<file path="src/rtl/decim_pkg.sv">
// Shared constants, types and helpers for the 10x decimation filter.
package decim_pkg;
    localparam int unsigned PHASES = 10;
    localparam int unsigned ACC_W  = 15;
    localparam int unsigned RECIP  = 655;
    localparam int unsigned ROUND  = 32768;
    localparam int unsigned PROD_W = 25;

    typedef logic [3:0]       phase_t;
    typedef logic [ACC_W-1:0] acc_t;

    localparam phase_t PH_LAST = phase_t'(PHASES - 1);
    localparam phase_t PH_GAIN = phase_t'(PHASES);

    // Classification of one clock's enable/phase combination.
    typedef enum logic [2:0] {
        EV_IDLE,
        EV_SAMPLE,
        EV_EXTRA,
        EV_BOUNDARY,
        EV_STRAY
    } frame_ev_e;

    function automatic acc_t sat_add(input acc_t a, input acc_t b);
        logic [ACC_W:0] sum;
        sum = {1'b0, a} + {1'b0, b};
        return sum[ACC_W] ? '1 : sum[ACC_W-1:0];
    endfunction
endpackage

</file>
<file path="src/rtl/decim_normalizer.sv">
// Scales a completed accumulator by 1/100 (Q16 multiply, round, saturate);
// two clocks from input to output.
module decim_normalizer
    import decim_pkg::*;
(
    input  logic             clk,
    input  logic             reset,
    input  logic [ACC_W-1:0] i_acc,
    input  logic             i_valid,
    output logic [7:0]       o_sample,
    output logic             o_valid
);
    localparam logic [PROD_W-1:0] RECIP_P = PROD_W'(RECIP);
    localparam logic [PROD_W:0]   ROUND_P = (PROD_W + 1)'(ROUND);

    logic [PROD_W-1:0] r_prod;
    logic              r_prod_vld;
    logic [PROD_W:0]   w_rounded;
    logic [PROD_W:0]   w_shifted;

    always_ff @(posedge clk or negedge reset) begin
        if (!reset) begin
            r_prod     <= '0;
            r_prod_vld <= 1'b0;
        end else begin
            r_prod     <= PROD_W'(i_acc) * RECIP_P;
            r_prod_vld <= i_valid;
        end
    end

    always_comb begin
        w_rounded = {1'b0, r_prod} + ROUND_P;
        w_shifted = w_rounded >> 16;
    end

    // Output only moves on a valid result so it holds between frames.
    always_ff @(posedge clk or negedge reset) begin
        if (!reset) begin
            o_sample <= '0;
            o_valid  <= 1'b0;
        end else begin
            o_valid <= r_prod_vld;
            if (r_prod_vld) begin
                o_sample <= (|w_shifted[PROD_W:8]) ? 8'hFF : w_shifted[7:0];
            end
        end
    end
endmodule

</file>
<file path="src/rtl/decimator_10x.sv">
// 10:1 decimator with a 19-tap triangular filter; phase tracking, dual
// accumulators and framing checks, followed by the normalizer.
module decimator_10x
    import decim_pkg::*;
(
    input  logic       clk,
    input  logic       reset,
    input  logic       clk_en,
    input  logic       clk_en_10x,
    input  logic [7:0] sample_in,
    output logic [7:0] sample_out,
    output logic       sample_valid,
    output logic       frame_err
);
    phase_t    r_phase;
    acc_t      r_acc_a;
    acc_t      r_acc_b;
    logic      r_primed;
    acc_t      r_norm_acc;
    logic      r_norm_vld;
    logic      r_frame_err;

    frame_ev_e w_ev;
    phase_t    w_phase_nxt;
    phase_t    w_wgt_a;
    acc_t      w_term_a;
    acc_t      w_term_b;
    acc_t      w_acc_a_nxt;
    acc_t      w_acc_b_nxt;

    always_comb begin
        w_ev = EV_IDLE;
        if (clk_en && clk_en_10x) begin
            w_ev = EV_BOUNDARY;
        end else if (clk_en) begin
            w_ev = EV_STRAY;
        end else if (clk_en_10x) begin
            w_ev = (r_phase == PH_LAST) ? EV_EXTRA : EV_SAMPLE;
        end
    end

    // Extra samples reuse the saturated phase, giving phase-9 weights.
    always_comb begin
        w_phase_nxt = r_phase;
        if (w_ev == EV_BOUNDARY) begin
            w_phase_nxt = '0;
        end else if (r_phase != PH_LAST) begin
            w_phase_nxt = r_phase + 4'd1;
        end
        w_wgt_a  = PH_GAIN - w_phase_nxt;
        w_term_a = acc_t'(sample_in) * acc_t'(w_wgt_a);
        w_term_b = acc_t'(sample_in) * acc_t'(w_phase_nxt);
    end

    always_comb begin
        w_acc_a_nxt = r_acc_a;
        w_acc_b_nxt = r_acc_b;
        unique case (w_ev)
            EV_BOUNDARY: begin
                w_acc_a_nxt = sat_add(r_acc_b, w_term_a);
                w_acc_b_nxt = '0;
            end
            EV_SAMPLE, EV_EXTRA: begin
                w_acc_a_nxt = sat_add(r_acc_a, w_term_a);
                w_acc_b_nxt = sat_add(r_acc_b, w_term_b);
            end
            default: begin
            end
        endcase
    end

    always_ff @(posedge clk or negedge reset) begin
        if (!reset) begin
            r_phase     <= '0;
            r_acc_a     <= '0;
            r_acc_b     <= '0;
            r_primed    <= 1'b0;
            r_norm_acc  <= '0;
            r_norm_vld  <= 1'b0;
            r_frame_err <= 1'b0;
        end else begin
            r_acc_a     <= w_acc_a_nxt;
            r_acc_b     <= w_acc_b_nxt;
            r_frame_err <= (w_ev == EV_STRAY) || (w_ev == EV_EXTRA);
            r_norm_vld  <= 1'b0;
            if (w_ev == EV_BOUNDARY) begin
                r_phase    <= '0;
                r_norm_acc <= r_acc_a;
                r_norm_vld <= r_primed;
                r_primed   <= 1'b1;
            end else if (w_ev == EV_SAMPLE || w_ev == EV_EXTRA) begin
                r_phase <= w_phase_nxt;
            end
        end
    end

    assign frame_err = r_frame_err;

    decim_normalizer u_norm (
        .clk      (clk),
        .reset    (reset),
        .i_acc    (r_norm_acc),
        .i_valid  (r_norm_vld),
        .o_sample (sample_out),
        .o_valid  (sample_valid)
    );
endmodule

</file>
<file path="config.mk">
export PLATFORM = sky130hd
export DESIGN_NAME = decimator_10x
export DESIGN_NICKNAME = d
export VERILOG_FILES = /design/src/rtl/decim_pkg.sv /design/src/rtl/decim_normalizer.sv /design/src/rtl/decimator_10x.sv
export SDC_FILE = /design/constraint.sdc
export NUM_CORES = 1
export LEC_CHECK = 0
export CORE_UTILIZATION = 50
export CTS_BUF_LIST = sky130_fd_sc_hd__clkbuf_4 sky130_fd_sc_hd__clkbuf_8 sky130_fd_sc_hd__clkbuf_16
export CTS_CLUSTER_SIZE = 25
export DETAILED_ROUTE_END_ITERATION = 7
export GPL_ROUTABILITY_DRIVEN = 0
export PLACE_DENSITY = 0.71
export SYNTH_ARGS = -nofsm -noshare
export SYNTH_HDL_FRONTEND = slang
export SYNTH_HIERARCHICAL = 1
export SYNTH_SLANG_ARGS = --single-unit
</file>
<file path="constraint.sdc">
create_clock -name clk -period 8.8 [get_ports clk]
set_input_delay 2.64 -clock clk [delete_from_list [all_inputs] [get_ports clk]]
set_output_delay 2.64 -clock clk [all_outputs]
set_load 0.005 [all_outputs]
</file>
; After elaboration in Yosys (flattened, before gate mapping)
; Cells that the tools add are included.
[op_classes]
n_addsub = 6
n_mul = 3
n_eq_ne = 6
n_mux = 15
n_reduce_logical = 7
[op_table]
columns = operator, n
row1 = 15-bit one-hot mux with 2 select lines, 2
row2 = 15-bit by 12-bit adder with 16-bit output, 3
row3 = 15-bit two-way mux, 3
row4 = 25-bit by 16-bit adder with 26-bit output (second input constant), 1
row5 = 15-bit by 10-bit multiplier with 25-bit output (second input constant), 1
row6 = 8-bit by 4-bit multiplier with 12-bit output, 2
row7 = 4-bit two-way mux, 4
row8 = 8-bit two-way mux, 1
row9 = 3-bit by 2-bit == test with 1-bit output (second input constant), 2
row10 = 3-bit two-way mux, 2
row11 = 4-bit by 1-bit adder with 4-bit output (second input constant), 1
row12 = 4-bit == test (second input constant), 1
row13 = 2-bit two-way mux, 2
row14 = 4-bit inequality test (second input constant), 1
row15 = 2-bit nonzero test, 2
row16 = 2-bit OR reduction, 2
row17 = 4-bit subtractor (first input constant), 1
row18 = 3-bit by 1-bit == test with 1-bit output (second input constant), 1
row19 = 3-bit == test (second input constant), 1
row20 = 1-bit logical OR, 2
row21 = 1-bit logical AND, 1
row22 = 1-bit two-way mux, 1
[totals]
ff_bits = 87
inputBits = 12
output_inout_bits = 10
elab_cells = 48

; Logic depth before layout (Yosys ltp)
[depth]
ltp_word = 12
depth_mapped = 31
mapped_depth_nobuf = 29

; Modules after synthesis
; The synthesis kept the hierarchy.
[modules_own_cells]
columns = mod, n_inst, cells_per_inst, area_per_inst_um2
row1 = decimator_10x, 1, 653, 5636.7
row2 = decim_normalizer, 1, 351, 3545.9

; Worst setup path after synthesis
; Ideal clock, no wire load.
[synth_path]
path_kind = input port to flip-flop
from = in clk_en
to = reg r_acc_a[5]
arrival_time_ns = 8.301
required_ns = 8.675
slack_ns = 0.374
stages = 28
path_cell_list = buf_2 -> inv_1 -> nor2_1 -> clkbuf_1 -> nor2_1 -> xnor2_1 -> nor2b_1 -> fa_1 -> inv_1 -> fa_1 -> inv_1 -> ha_1 -> nor2b_1 -> o21ai_0 -> nand2b_1 -> a21o_1 -> a21oi_1 -> o21ai_0 -> xor2_1 -> ha_1 -> and3_1 -> a221o_1 -> and3_1 -> a211oi_2 -> and2_1 -> buf_6 -> a22oi_2 -> mux2_4
[synth_via]
elab_chain_cells = 9
elab_cells_between_ends = 16
[synth_lines]
columns = item, line_no
row1 = "start, declared", decimator_10x.sv:8  ; input logic clk_en,
row2 = 3-bit two-way mux / 1-bit logical AND (equally long branches), "decimator_10x.sv:35, decimator_10x.sv:33"
row3 = 3-bit two-way mux (*), decimator_10x.sv:33  ; if (clk_en && clk_en_10x) begin
row4 = 3-bit by 2-bit == test with 1-bit output, "decimator_10x.sv:45, decimator_10x.sv:58"
row5 = 4-bit two-way mux, decimator_10x.sv:45  ; if (w_ev == EV_BOUNDARY) begin
row6 = 4-bit subtractor, decimator_10x.sv:50  ; w_wgt_a = PH_GAIN - w_phase_nxt;
row7 = 8-bit by 4-bit multiplier with 12-bit output, decimator_10x.sv:51  ; w_term_a = acc_t'(sample_in) * acc_t'(w_wgt_a);
row8 = 15-bit by 12-bit adder with 16-bit output, decim_pkg.sv:26  ; sum = {1'b0, a} + {1'b0, b};
row9 = 15-bit two-way mux, decim_pkg.sv:27  ; return sum[ACC_W] ? '1 : sum[ACC_W-1:0];
row10 = 15-bit one-hot mux with 2 select lines, decimator_10x.sv:58  ; unique case (w_ev)
row11 = "end signal, assigned", decimator_10x.sv:82  ; r_acc_a <= w_acc_a_nxt;
row12 = "end, declared", decimator_10x.sv:16  ; acc_t r_acc_a;
; Every way passes the cells marked *; elsewhere a longest branch is shown, timed or not.
; A chain may end at the register's enable or synchronous reset.

; Worst setup path in the final report
[layout_path]
from = in clk_en
to = reg r_acc_a[13]
; The elaborated chain is that of the path after synthesis.

==> results by group <==
Finish
  • # diodes: 0
  • Seq. cell area: ~1800 sq um
  • Filler instances: between 1500 and 2000
  • Nets: 1282
  • Multi-input gate area: 6724 sq um
  • Area delta synth->final: 9.538%
  • Proportion of layout cells with a drive suffix above 1: under 10%

Timing
  • Relative slew slack: between 30% and 40%
  • RSZ-0062 raised after global routing: no
  • Fin crit share: around 95%
  • Worst-margin pin slew: approximately 950 ps
  • Max-slew violation count: 0
  • Fin Clk Skew: 10.08 ps
  • TNS Setup: 0 ps
  • Final setup viols: 0
  • Highest Clock Rate: approximately 0.12 GHz
  • Final Hold Vio Count: 0
  • Minimum clock period: ~8300 ps

Clock network
  • Clock transition at path regs: 60 ps
  • CTS Buf Count: 9
  • CTS sink count: 72
  • Htree depth: 3
  • Root buffer cell: clkbuf_16
  • CTS tree: done
  • Longest Clk Path Bufs: 2
  • Worst skew pair latency: approximately 340 ps

Yosys
  • Syn Nets: 1252
  • Syn Inst Count: 1004
  • Synth Warn #: 6
  • Seq cells post-synth: 72
  • EDFF count, synth: 0
  • Netlist cell types: 71
  • Register area share after synthesis: ~20%
  • Top_reg_cell synth: dfrtp_1
  • Syn Area/Cell: approximately 9 sq um
  • Post-synth ARST share: 100.0%
  • Synth Cell Area: approximately 9000 sq um

Setup path
  • Worst setup path startpoint: clk_en
  • Critical Path Sink Type: flip-flop
  • Crit path max fanout: 5
  • Critical path startpoint category: primary input
  • Worst reg2reg startpoint: r_phase[0]$_DFFE_PN0P_
  • Worst Path Required: ~9000 ps
  • Critical Path AT: roughly 8600 ps
  • Setup CP Type: primary input to flip-flop

GRT
  • GRT Util Overall: 22.20%
  • Vias in the first global route: just over 7000
  • Pin count of the biggest net entering global routing: 73
  • Initial antenna violation count: 0
  • Total congestion overflow: 0
  • First-pass GRT wire length: about 33000 um

Floorplanning
  • Die Ht: roughly 140 um
  • Die Wd: 137.5 um
  • Io pins: 22
  • Core footprint: between 15000 and 20000 sq um
  • Rows: 49
  • Die ar.: between 15000 and 20000 sq um
  • Initial Util: roughly half

Drt
  • Avg WL per Cell: roughly 15 um
  • Total number of vias: approximately 7000
  • Vias per Instance: between 5 and 6
  • DRC viols: 0
  • Total routed wirelength: ~19000 um
  • Post-route ant nets: 0
  • TritonRoute pass-1 iters: 4
  • 1st-iter DRT viols: ~230

Min path
  • Hold Path Class: flip-flop to flip-flop
  • HP Start: r_norm_vld$_DFF_PN0_

Flow run
  • Max-cap violations: 0

Placement
  • Port Buffer Count: 21
  • DP HPWL: between 15000 and 20000 um

Status
  • Status: finished, final reports clean
path summary, 6_finish.rpt:
kind / cells after the start / slack (ps) / end
hold reg to reg: 0 / 350 / u_norm/r_prod_vld$_DFF_PN0_
max in group asynchronous: 1 / 5740 / r_acc_b[2]$_DFFE_PN0P_
setup / recovery: 25 / 470 / r_acc_a[13]$_DFFE_PN0P_
min in group asynchronous: 1 / 2430 / u_norm/o_sample[3]$_DFFE_PN0P_
hold / removal: 0 / 350 / u_norm/r_prod_vld$_DFF_PN0_
setup reg to reg: 26 / 2130 / r_acc_a[13]$_DFFE_PN0P_
per-stage QoR:
stage / setup slack (ps) / utilization [%] / instances / cell area [sq um] / hold slack, ps
global route: 18.98 / 55.99 / 1267 / 10060 / 355.3
global placement: 126.9 / 54.11 / 1252 / 9721 / 333.7
CTS: 337.0 / 55.88 / 1267 / 10040 / 348.6
floorplan: 374.1 / - / 1004 / 9183 / 331.2
finish: 470.9 / 55.99 / 1267 / 10060 / 349.2
detailed placement: 4.777 / 54.11 / 1252 / 9721 / 334.7
repair_timing:
item	CTS	global route
setup endpoints to repair	0	11
resized for setup	0	3
buffers inserted	0	0
hold buffers	0	0
cell usage after synthesis (all sizes together), types with 8 or more instances:
cell | instances | share of area (%)
inv | 152 | 6.2
nand2 | 107 | 4.4
a21oi | 56 | 3.2
xor2 | 25 | 2.4
xnor2 | 29 | 2.8
nor3 | 13 | 0.71
nor2b | 28 | 1.9
o21ai | 43 | 2.3
fa | 78 | 17
a211oi | 13 | 1.2
nor2 | 40 | 1.6
buf | 8 | 0.59
and2 | 11 | 0.75
dfrtp | 72 | 20
nand2b | 8 | 0.55
a31oi | 14 | 0.95
and3 | 15 | 1.1
ha | 158 | 22
clkbuf | 14 | 0.57
a21o | 23 | 1.9
nand3 | 13 | 0.76
a221oi | 8 | 0.76
flip-flops by register name (all words and copies together) (netlist names):
| name | count |
|---|---|
| frame_err | 1 |
| r_acc_a | 15 |
| r_acc_b | 15 |
| r_norm_acc | 15 |
| r_norm_vld | 1 |
| r_phase | 4 |
| r_primed | 1 |
| u_norm/o_sample | 8 |
| u_norm/o_valid | 1 |
| u_norm/r_prod | 10 |
| u_norm/r_prod_vld | 1 |
final cells by class:
type / instances / share of cell area [%]
inverter: 152 / 5.672
timing repair buffer: 41 / 3.558
multi-input combinational: 758 / 66.85
tap: 229 / 2.849
sequential: 72 / 17.91
clock inverter: 6 / 0.9205
clock buffer: 9 / 2.239
placed cells by master, fill, tap and decap left out, types with 14 or more instances in the layout:
master and instances:
a21o_1 22, a21oi_1 53, a31oi_1 14, buf_4 21, clkdlybuf4s50_1 20, dfrtp_1 72, fa_1 78, ha_1 158
inv_1 152, nand2_1 107, nor2_1 40, nor2b_1 28, o21ai_0 43, xnor2_1 28, xor2_1 25
worst max-delay path, stage by stage:
cell and delay [ps]:
clkdlybuf4s50_1 560, inv_1 80, nor2_1 140, nor2_1 120
ha_1 220, xnor2_2 160, nand2b_1 170, fa_1 520
inv_1 60, fa_1 500, ha_1 310, a21o_1 180
a21oi_1 190, nor2b_1 70, o21a_1 210, o41ai_4 280
xnor2_1 210, ha_1 340, a21oi_1 160, nand2_1 60
a221o_1 380, a21oi_1 250, nand2b_1 170, mux2_2 350
a211oi_1 230
layer usage:
metal / up-vias / track usage, % / wire length, um
li1: 3492 / - / -
met1: 3399 / 27.02 / 8462
met5: - / 0 / 0
met2: 111 / 40.90 / 9897
met4: 0 / 5.800 / 254
met3: 18 / 2.796 / 543
kinds of logic (layout without fill, tap and decap cells):
family,Yosys count,after routing,synth area share (%)
AND/OR/NAND/NOR,252,252,13.16
XOR/XNOR,54,54,5.151
multiplexers,7,7,0.8448
AO/OA/AOI/OAI,209,209,15.32
flip-flops,72,72,19.62
buffers and inverters,174,208,7.372
adder cells (fa/ha/maj),236,236,38.53
Power is left out: the tool's default activity adds up to more than one toggle a clock period on the data nets, which glitch-free logic cannot reach.
